[config.mk]
export PLATFORM = sky130hd
export DESIGN_NAME = uart_rx
export DESIGN_NICKNAME = d
export VERILOG_FILES = /design/src/rtl/uart_pkg.sv /design/src/rtl/uart_baud_tick.sv /design/src/rtl/uart_rx.sv
export SDC_FILE = /design/constraint.sdc
export NUM_CORES = 1
export LEC_CHECK = 0
export ABC_AREA = 1
export CAP_MARGIN = 15
export CORE_ASPECT_RATIO = 1.25
export CORE_MARGIN = 4
export CORE_UTILIZATION = 55
export CTS_BUF_LIST = sky130_fd_sc_hd__clkbuf_4
export DETAILED_ROUTE_END_ITERATION = 10
export GPL_ROUTABILITY_DRIVEN = 0
export HOLD_SLACK_MARGIN = 0.08
export MAX_ROUTING_LAYER = met4
export PLACE_DENSITY = 0.78
export SYNTH_ARGS = -nofsm -noshare
export SYNTH_HDL_FRONTEND = slang
export SYNTH_SLANG_ARGS = --single-unit
[constraint.sdc]
create_clock -name Clock -period 1.6 [get_ports Clock]
set_clock_uncertainty 0.2 [all_clocks]
set_input_delay 0.32 -clock Clock [delete_from_list [all_inputs] [get_ports Clock]]
set_output_delay 0.32 -clock Clock [all_outputs]
set_load 0.03 [all_outputs]
[src/rtl/uart_pkg.sv]
// Shared UART definitions: FSM encoding, frame width and the baud divisor math
// used by both the receive and transmit paths.
package uart_pkg;

    localparam int DATA_BITS = 8;

    typedef enum logic [2:0] {
        IDLE,
        START,
        DATA,
        STOP,
        WAIT_HIGH
    } state_t;

    // Clocks per oversample tick, rounded to nearest, never below 1.
    function automatic int baud_div(input int clk_hz, input int baud, input int oversample);
        longint den;
        longint q;
        den = longint'(baud) * longint'(oversample);
        q   = (longint'(clk_hz) + den / 2) / den;
        return (q < 1) ? 1 : int'(q);
    endfunction

endpackage

[src/rtl/uart_baud_tick.sv]
// Free-running divider producing a one-cycle tick at OVERSAMPLE times the baud rate.
module uart_baud_tick
    import uart_pkg::*;
#(
    parameter int CLK_HZ     = 50_000_000,
    parameter int BAUD       = 9600,
    parameter int OVERSAMPLE = 16
) (
    input  logic Clock,
    input  logic Reset,
    output logic tick
);

    localparam int DIV = baud_div(CLK_HZ, BAUD, OVERSAMPLE);
    localparam int CW  = (DIV > 1) ? $clog2(DIV) : 1;
    localparam logic [CW-1:0] LAST = CW'(DIV - 1);

    logic [CW-1:0] cnt;

    // NOTE: sequential state is always assigned with <= so every flop samples
    // pre-edge values regardless of process evaluation order.
    always_ff @(posedge Clock or negedge Reset) begin
        if (!Reset)
            cnt <= '0;
        else if (cnt == LAST)
            cnt <= '0;
        else
            cnt <= cnt + 1'b1;
    end

    assign tick = (cnt == LAST);

endmodule

[src/rtl/uart_rx.sv]
// 8N1 UART receiver: 16x oversampled, mid-bit sampling, one-cycle byte and
// framing-error strobes.
module uart_rx
    import uart_pkg::*;
#(
    parameter int CLK_HZ     = 50_000_000,
    parameter int BAUD       = 9600,
    parameter int OVERSAMPLE = 16
) (
    input  logic                 Clock,
    input  logic                 Reset,
    input  logic                 Rx,
    output logic [DATA_BITS-1:0] Data,
    output logic                 Rx_Ready,
    output logic                 Frame_Error,
    output logic                 Busy
);

    localparam int SW = $clog2(OVERSAMPLE);
    localparam logic [SW-1:0] S_MID  = SW'(OVERSAMPLE / 2 - 1);
    localparam logic [SW-1:0] S_LAST = SW'(OVERSAMPLE - 1);
    localparam logic [2:0]    B_LAST = 3'(DATA_BITS - 1);

    logic                 tick;
    logic                 rx_meta, rx_s;
    state_t               state, state_next;
    logic [SW-1:0]        s_cnt, s_cnt_next;
    logic [2:0]           b_cnt, b_cnt_next;
    logic [DATA_BITS-1:0] shift, shift_next;
    logic                 ready_next, ferr_next;

    uart_baud_tick #(
        .CLK_HZ    (CLK_HZ),
        .BAUD      (BAUD),
        .OVERSAMPLE(OVERSAMPLE)
    ) u_tick (
        .Clock(Clock),
        .Reset(Reset),
        .tick (tick)
    );

    // Synchronizer presets to the idle level so reset never looks like a start bit.
    always_ff @(posedge Clock or negedge Reset) begin
        if (!Reset) begin
            rx_meta <= 1'b1;
            rx_s    <= 1'b1;
        end else begin
            rx_meta <= Rx;
            rx_s    <= rx_meta;
        end
    end

    always_ff @(posedge Clock or negedge Reset) begin
        if (!Reset) begin
            state <= IDLE;
            s_cnt <= '0;
            b_cnt <= '0;
            shift <= '0;
        end else begin
            state <= state_next;
            s_cnt <= s_cnt_next;
            b_cnt <= b_cnt_next;
            shift <= shift_next;
        end
    end

    // NOTE: every always_comb output gets a default first, so no path can infer a latch.
    always_comb begin
        state_next = state;
        s_cnt_next = s_cnt;
        b_cnt_next = b_cnt;
        shift_next = shift;
        if (tick) begin
            case (state)
                IDLE: begin
                    if (!rx_s) begin
                        state_next = START;
                        s_cnt_next = '0;
                    end
                end
                START: begin
                    if (s_cnt == S_MID) begin
                        state_next = rx_s ? IDLE : DATA;
                        s_cnt_next = '0;
                        b_cnt_next = '0;
                    end else begin
                        s_cnt_next = s_cnt + 1'b1;
                    end
                end
                DATA: begin
                    if (s_cnt == S_LAST) begin
                        shift_next = {rx_s, shift[DATA_BITS-1:1]};
                        s_cnt_next = '0;
                        if (b_cnt == B_LAST)
                            state_next = STOP;
                        else
                            b_cnt_next = b_cnt + 1'b1;
                    end else begin
                        s_cnt_next = s_cnt + 1'b1;
                    end
                end
                STOP: begin
                    if (s_cnt == S_LAST) begin
                        s_cnt_next = '0;
                        // Leaving at mid-stop lets a back-to-back start edge be caught.
                        state_next = rx_s ? IDLE : WAIT_HIGH;
                    end else begin
                        s_cnt_next = s_cnt + 1'b1;
                    end
                end
                WAIT_HIGH: begin
                    if (rx_s)
                        state_next = IDLE;
                end
                default: state_next = IDLE;
            endcase
        end
    end

    always_comb begin
        ready_next = 1'b0;
        ferr_next  = 1'b0;
        if (tick && state == STOP && s_cnt == S_LAST) begin
            ready_next = rx_s;
            ferr_next  = !rx_s;
        end
    end

    assign Busy = (state != IDLE);

    always_ff @(posedge Clock or negedge Reset) begin
        if (!Reset) begin
            Data        <= '0;
            Rx_Ready    <= 1'b0;
            Frame_Error <= 1'b0;
        end else begin
            if (ready_next)
                Data <= shift;
            Rx_Ready    <= ready_next;
            Frame_Error <= ferr_next;
        end
    end

endmodule

== Yosys cells after proc, flatten, opt, wreduce, memory -nomap -nowiden ==
Index checks and enable logic that the tools add are counted.

* Register bits: 39
* Word-level logic and storage cells: 60
* Bits of input ports: 3
* Output and inout bits: 11

* Equality and inequality tests: 15
* $add $sub $neg: 3
* Multiplexer cells: 20
* Reduce and logical (&&, ||, !) cells: 12

{| class="wikitable"
|+ Operators by type and width
! kind !! number
|-
| 3-bit two-way mux || 10
|-
| 3-bit case mux with 5 select lines || 1
|-
| 2-bit inequality test, second input constant || 7
|-
| 4-bit two-way mux || 3
|-
| 4-bit case mux with 3 select lines || 1
|-
| 9-bit by 1-bit adder with 9-bit output, second input constant || 1
|-
| 9-bit equality test, second input constant || 1
|-
| 9-bit two-way mux || 1
|-
| 7-bit AND reduction || 1
|-
| 3-bit by 2-bit equality test with 1-bit output, second input constant || 2
|-
| 3-bit equality test, second input constant || 2
|-
| 3-bit case mux with 2 select lines || 1
|-
| 3-bit AND reduction || 2
|-
| 3-bit nonzero test || 2
|-
| 5-bit AND reduction || 1
|-
| 4-bit by 1-bit adder with 4-bit output, second input constant || 1
|-
| 4-bit by 3-bit equality test with 1-bit output, second input constant || 1
|-
| 4-bit equality test, second input constant || 1
|-
| 3-bit by 1-bit adder with 3-bit output, second input constant || 1
|-
| 3-bit by 1-bit equality test with 1-bit output, second input constant || 1
|-
| 3-bit zero test || 1
|-
| 1-bit logical AND || 2
|-
| 1-bit two-way mux || 2
|-
| 2-bit two-way mux || 1
|-
| other kinds (3) || 3
|}

== Logic depth before layout (Yosys ltp) ==
Gate-level depths: netlist of run 1.

* Depth after elaboration: 4
* Depth in mapped cells: 10
* Gate-level depth less buffers: 10

== Hierarchy ==
A second synthesis of run 1 with hierarchy kept.

* Cell total of the unflattened synthesis: 224
* Area total of the unflattened synthesis: 1943.1 um2

{| class="wikitable"
|+ By module, submodules not included
! module !! seq. area each (um2) !! instances !! cells an instance !! area each (um2)
|-
| uart_rx || 753.2 || 1 || 160 || 1466.4
|-
| uart_baud_tick || 225.2 || 1 || 64 || 476.7
|}

== Least setup slack after synthesis of run 1 ==
Ideal clock, no wire load.

* Kind: flip-flop to flip-flop
* From: reg u_tick.cnt[1]
* To: reg shift[6]
* Setup time: 0.118 ns
* Cell stages (with the launch flop): 11
* Required time: 1.282 ns
* Arrival time: 1.304 ns
* Buffers on the path: 1
* Setup slack: -0.022 ns
* Clock period less this slack: 1.622 ns
* Cells stage by stage: dfrtp_1 > inv_1 > ha_1 > nand2_1 > nor2_2 > nand2_4 > inv_6 > nand3_4 > buf_6 > nand2_1 > o21ai_2

* Cells in the longest elaborated chain, start to end: 2

{| class="wikitable"
|+ RTL lines
! what !! RTL line !! RTL
|-
| start, declared || uart_baud_tick.sv:18 || <nowiki>logic [CW-1:0] cnt;</nowiki>
|-
| start signal, assigned || uart_baud_tick.sv:28 || <nowiki>cnt <= cnt + 1'b1;</nowiki>
|-
| 9-bit equality test || uart_baud_tick.sv:31 || <nowiki>assign tick = (cnt == LAST);</nowiki>
|-
| 3-bit AND reduction (no source line) || - ||
|-
| end signal, assigned || uart_rx.sv:63 || <nowiki>shift <= shift_next;</nowiki>
|-
| end, declared || uart_rx.sv:29 || <nowiki>logic [DATA_BITS-1:0] shift, shift_next;</nowiki>
|}

Every way passes these cells.
A chain may end at the register's enable or synchronous reset.

== Worst setup path in the final report of run 1 ==
* From: reg u_tick.cnt[1]
* To: reg shift[2]

The elaborated chain is that of the path after synthesis.

==> results of run 1 <==
[layer usage]
metal / wire, µm / up-vias / track usage, %
met1: 1780 / 822 / 23.2
met4: 72 / 0 / 6.62
li1: - / 831 / -
met3: 130 / 9 / 4.72
met2: 2170 / 24 / 31.8
met5: 0 / - / -
[worst max-delay path, delay by kind of cell, from the launching register on]
| kind | cells | cell delay (ns) |
|---|---|---|
| and+or+nand+nor | 5 | 0.54 |
| DFF | 1 | 0.40 |
| buffers and inverters | 2 | 0.16 |
| adders and majority gates | 1 | 0.16 |
| AOI/OAI and AO/OA | 1 | 0.05 |
[worst max-delay path by stage]
stage,cells past startpoint,from,end,slack [ns]
after global routing,9,u_tick.cnt[1],state[1],-0.11
after detailed placement,9,u_tick.cnt[1],Data[2],-0.06
after CTS,8,s_cnt[0],b_cnt[2],-0.04
after floorplan,10,u_tick.cnt[1],shift[6],0.0006
final,9,u_tick.cnt[1],shift[2],-0.03
after global placement,9,u_tick.cnt[1],Data[7],-0.01
[stage by stage]
| step | total power, mW | hold WS [ns] |
|---|---|---|
| 2_1_floorplan | 1.01 | -0.176 |
| 3_5_place_dp | 1.05 | 0.0247 |
| 3_3_place_gp | 1.05 | 0.0188 |
| 4_1_cts | 1.89 | 0.143 |
| 6_report | 1.87 | 0.158 |
| 5_1_grt | 1.94 | 0.137 |
[logic make-up (layout without fill, tap and decap cells)]
family                     count (synthesis)  after routing  synth area share, %
and+or+nand+nor                          123            125                 31.2
xor gates and xnor gates                   1              1                0.428
DFF                                       39             39                 47.8
buffers and inverters                     36             79                 7.70
adders and majority gates                  5              5                 3.06
AOI/OAI and AO/OA                         29             29                 9.84
[final cells by class]
cell class                 instances  area share (%)
clock inverter                     2            2.32
tap                               39            1.88
sequential                        39            37.8
inverter                          34            5.31
timing repair buffer              37            11.0
multi-input combinational        160            39.9
clock buffer                       6            1.74
[flip-flops by register name, indices dropped and copies added (netlist names), 3 cells and up]
name	flops
Data	8
state	3
shift	8
b_cnt	3
u_tick.cnt	9
s_cnt	4
[cells in the final DEF, fill, tap and decap left out, drive strengths merged]
master and instances:
nand2 65, ha 5, buf 33, a21oi 5
or2 1, xor2 1, clkdlybuf4s50 1, nor4 1
dfrtp 37, o21ai 24, nand3 22, clkbuf 7
clkdlybuf4s15 1, nor2 30, clkinv 1, inv 33
dlygate4sd3 1, nor3 2, dfstp 2, bufinv 2
nand4 4
[power groups by stage]
stage / Sequential (mW) / Clock [mW] / Combinational [mW]
after floorplan: 1.01 / 0 / 0.00430
after global placement: 1.01 / 0 / 0.0341
after detailed placement: 1.01 / 0 / 0.0346
after CTS: 0.993 / 0.858 / 0.0365
after global routing: 0.994 / 0.902 / 0.0397
final: 0.993 / 0.839 / 0.0348
[timing repair]
item | 4_1_cts | 5_1_grt
hold buffers | 1 | 0
cloned | 2 | 0
gates resized for setup | 43 | 41
buffers inserted | 6 | 3
hold endpoints to repair | 39 | 0
endpoints found under the setup margin | 33 | 37
pin swaps | 6 | 8
==> results.md, run 1 <==
* Share of cells above drive strength 1 at 44.2%
* Full die area at 4770 µm²
* Failing checks: negative setup slack
* Reg clk slew, reported paths at 0.12 ns
* Placement Setup Slack at -0.0600 ns
* Top cells by area, synth: dfrtp_1, nand2_1, o21ai_2
* Detail Placement HPWL at 2760 µm
* Cts bufs inserted at 5
* Slowest stage delay, CP at 0.40 ns
* Setup Total Neg Slack at -0.307 ns
* Chip height at 76.2 µm
* Drt wl/cell at 13.1 µm
* Worst path cell trace: inv_1 -> ha_2 -> nand2_2 -> nor2_4 -> nand2_4 -> inv_8 -> nand3_4 -> nand2_2 -> o21ai_2
* Num rows at 24
* Critical Path RT at 1.65 ns
* Placed insts at 297
* Port Buffers at 13
* Max Root-Sink Buffers at 2
* R2R setup slack at -0.03 ns
* Post-synthesis sequential area ratio at 47.8%
* Warnings, synthesis at 0
* Hold depth at 1
* Non-Filler Instances at 317
* Final hold violation count at 0
* Root Driver: clkbuf_4
* Largest net degree at the start of global routing at 29
* Total GRT Usage at 19.4%
* Syn_area_per_cell at 8.79 µm²
* Vias in the first global route at 1707
* Layout Utilization at 73.2%
* Initial Utilization at 57.8%
* Area grow syn2layout at 26.7%
* Final nets at 285
* Post-Layout Inst Area at 2590 µm²
* EDFF count, synth at 0
* Reg2reg path depth at 9
* Yosys top cell by area: dfrtp_1
* Yosys top cell area share at 45.2%
* Gr ovfl total at 0
* Residual DRC count at 0
* Vias per inst at 5.32
* CP max FO at 8
* Top post-synthesis cells by count: nand2_1, dfrtp_1, inv_1, nor2_1, o21ai_2
* Via count at 1686
* Crit path kind: register to register
* Slew Limit Fails at 0
* Final wirelength at 4150 µm
* CP max stage cell: dfrtp_1
* Ys async rst share at 100%
* Worst setup margin at -0.0278 ns
* Slew @ Worst Pin at 0.298 ns
* CP startpoint kind: register
* Primary FF master, synth: dfrtp_1
* R2R Path Start: u_tick.cnt[1]
* P_int at 1.51 mW
* Peak Freq at 614 MHz
* CP Data Arrival Time at 1.68 ns
* Top cell by count, worst path: nand2_2
* Initial DRC Count at 63
* Power per cell area at 720 nW/µm²
* Sw Pwr at 361 µW
* Die Wd at 62.6 µm
* Sw Share at 19.3%
* Synth Instances at 233
* H-tree lvl count at 2
* Reg power frac at 53.2%
* I/O pins at 14
* Sequential Area at 981 µm²
* Maxcap violations at 0
* CTS tree: yes
* Antenna Nets Post-Route at 0
* Mapped Area at 2050 µm²
* Leak pwr at 1.28 nW
* Initial antenna violation count at 0
* Clock sinks at 39
* Critical Path End Type: register
* Router iterations before antenna repair at 5
* First-pass GRT wire length at 7370 µm
* Synth cell types at 28
* FF-to-FF End: shift[2]
* WHS Endpoint: rx_meta
* Worst ir drop on vdd at 598 µV
* Worst hold path class: primary input to register
* Comb pwr share at 1.9%
* Syn Nets at 241
* Final setup vio count at 18
* Slew Limit Headroom at 80.1%
* RSZ-0062 raised after global routing: true
* Diodes inserted at 0
* Clk pwr share at 44.9%
* Top-count cell post-synth: nand2_1
* Area of the multi-input gates at 1030 µm²
* Insertion delay to the later sink of the worst-skew pair at 0.35 ns
* Hold Startpoint: Rx
* Outcome: finished, violations left
* Core footprint at 3540 µm²
* Final period util at 102%
* Fillers at 266
* Placed Area at 2310 µm²
* FF+latch count, synth at 39
* Final critical-path required period at 1.63 ns
Note: power is estimated with default switching activity, not from simulation.
==> inputs of run 2 (changes only) <==
- CORE_MARGIN: 4 -> 2
==> results.md, run 2 (synthesized netlist as in run 1, its figures left out) <==
* Num rows at 24
* Initial DRC Count at 35
* Final period util at 103%
* Slew Limit Fails at 0
* Chip height at 72.2 µm
* Cts bufs inserted at 5
* Leak pwr at 1.26 nW
* Critical Path End: b_cnt[0]
* Antenna Nets Post-Route at 0
* Area grow syn2layout at 26.5%
* Max Root-Sink Buffers at 2
* CTS tree: yes
* Die Wd at 58.6 µm
* Insertion delay to the later sink of the worst-skew pair at 0.35 ns
* Top delay family on crit path: simple AND/OR/NAND/NOR gates
* Share of cells above drive strength 1 at 41.2%
* Final wirelength at 4130 µm
* Layout Utilization at 73.7%
* R2R Path Start: b_cnt[1]
* Most frequent cells in the layout: nand2_1, dfrtp_1, inv_1, buf_4
* Reg with most FFs: u_tick.cnt
* Failing checks: negative setup slack
* CP max FO at 4
* Residual DRC count at 0
* Clock sinks at 39
* Sw Share at 21.6%
* Met2 WL at 2200 µm
* Final setup vio count at 16
* Vias in the first global route at 1563
* Slowest stage delay, CP at 0.42 ns
* Via count at 1661
* Largest register FFs at 9
* Largest net degree at the start of global routing at 40
* Crit path kind: register to register
* Worst setup startpoint: b_cnt[1]
* Worst hold path class: register to register
* I/O pins at 14
* Critical Path RT at 1.65 ns
* Total GRT Usage at 20.5%
* Post-Layout Inst Area at 2590 µm²
* Met1 wire length at 1720 µm
* Detail Placement HPWL at 2610 µm
* Logic depth of the worst setup path including buffers at 8
* Most common cell after layout, fill and taps aside: nand2_1
* CP startpoint kind: register
* Root Driver: clkbuf_4
* Comb pwr share at 2.1%
* Top sig layer: met4
* Slew @ Worst Pin at 0.295 ns
* FF-to-FF End: b_cnt[0]
* Initial antenna violation count at 0
* Buf+Inv Stages, Crit Path at 1
* Reg power frac at 58.5%
* Regs by FF count: u_tick.cnt (9), Data (8), shift (8)
* RSZ-0062 raised after global routing: true
* Worst path cell trace: ha_1 -> ha_1 -> inv_1 -> nand2_1 -> nand2_1 -> nand3_4 -> nand2_2 -> nand2_2
* Full die area at 4230 µm²
* Outcome: finished, violations left
* Reg clk slew, reported paths at 0.12 ns
* Final critical-path required period at 1.65 ns
* R2R setup slack at -0.05 ns
* Clk pwr share at 39.4%
* Worst ir drop on vdd at 724 µV
* Worst setup margin at -0.0490 ns
* H-tree lvl count at 2
* Port Buffers at 13
* CP max stage cell: dfrtp_1
* Reg2reg path depth at 8
* Initial Utilization at 58.3%
* Maxcap violations at 0
* Vias per inst at 5.26
* Peak Freq at 606 MHz
* Diodes inserted at 0
* Core footprint at 3510 µm²
* Drt wl/cell at 13.1 µm
* Final hold slack at 0.165 ns
* Slew Limit Headroom at 80.1%
* Critical Path End Type: register
* Final hold violation count at 0
* First-pass GRT wire length at 6470 µm
* Fillers at 254
* Placed Area at 2310 µm²
* CP Data Arrival Time at 1.70 ns
* Met3 wire len at 115 µm
* Power per cell area at 656 nW/µm²
* Sw Pwr at 367 µW
* P_int at 1.33 mW
* Router iterations before antenna repair at 6
* Gr ovfl total at 0
* Final nets at 284
==> run 2: changes by cell type in the layout (fill, tap and decap cells not counted), moves of 2 or more <==
cell / previous run / this run
inv_2: 9 / 6
nand2_2: 20 / 16
buf_2: 9 / 3
clkbuf_2: 1 / 3
ha_2: 4 / 1
inv_1: 22 / 24
clkdlybuf4s15_2: 1 / 5
ha_1: 1 / 3
nand2_1: 43 / 46
==> run 2: layout make-up <==
type | instances | area, µm² | share of cell area (%)
clock inverter | 3 | 43.8 | 1.69
inverter | 34 | 140 | 5.41
sequential | 39 | 981 | 37.9
timing repair buffer | 36 | 299 | 11.6
multi-input combinational | 160 | 1040 | 40.1
clock buffer | 5 | 37.5 | 1.45
tap | 39 | 48.8 | 1.88
==> run 2: per-stage QoR <==
stage | worst slack, ns | cells | power, mW | setup TNS (ns)
after floorplan | 0.000557 | 233 | 1.01 | 0
after global placement | -0.0262 | 297 | 1.05 | -0.142
after detailed placement | -0.0408 | 297 | 1.05 | -0.417
after CTS | -0.0581 | 310 | 1.71 | -0.708
after global routing | -0.122 | 316 | 1.75 | -2.63
final | -0.0490 | 316 | 1.70 | -0.221
==> run 2: worst min-delay path by stage <==
| stage | startpoint | to | cells after the start | slack [ns] |
|---|---|---|---|---|
| 2_1_floorplan | Reset | Data[0] | 0 | -0.18 |
| 3_3_place_gp | Reset | s_cnt[1] | 2 | 0.10 |
| 3_5_place_dp | Reset | s_cnt[1] | 2 | 0.10 |
| 4_1_cts | Rx | rx_meta | 1 | 0.16 |
| 5_1_grt | Rx | rx_meta | 1 | 0.16 |
| 6_report | rx_meta | rx_s | 0 | 0.17 |
==> run 2: layer usage <==
metal	GRT usage, %	up-vias
li1	-	828
met4	8.01	0
met1	23.2	799
met3	5.35	10
met2	34.5	24
met5	-	-
==> run 2: power by group through the flow <==
| stage | clock network, mW | registers (mW) | logic, mW |
|---|---|---|---|
| after floorplan | 0 | 1.01 | 0.00430 |
| after global placement | 0 | 1.01 | 0.0347 |
| after detailed placement | 0 | 1.01 | 0.0343 |
| after CTS | 0.678 | 0.992 | 0.0359 |
| after global routing | 0.715 | 0.993 | 0.0420 |
| final | 0.669 | 0.992 | 0.0354 |
==> run 2: worst reg2reg max path: stages (launching register included) <==
cell	delay (ns)
dfrtp_1	0.42
ha_1	0.19
ha_1	0.20
inv_1	0.07
nand2_1	0.05
nand2_1	0.16
nand3_4	0.12
nand2_2	0.09
nand2_2	0.05
==> run 2: timing repair <==
action | in CTS | in global routing
hold buffers | 1 | 0
pin swaps | 6 | 8
cloned | 0 | 2
setup buffers | 4 | 4
resized for setup | 37 | 30
endpoints found under the hold margin | 39 | 0
endpoints found under the setup margin | 33 | 34
==> inputs of run 3 (changes only) <==
- SLEW_MARGIN: not set -> 40
==> results of run 3 <==
Final layout, timing and power as in run 2 (identical DEF).
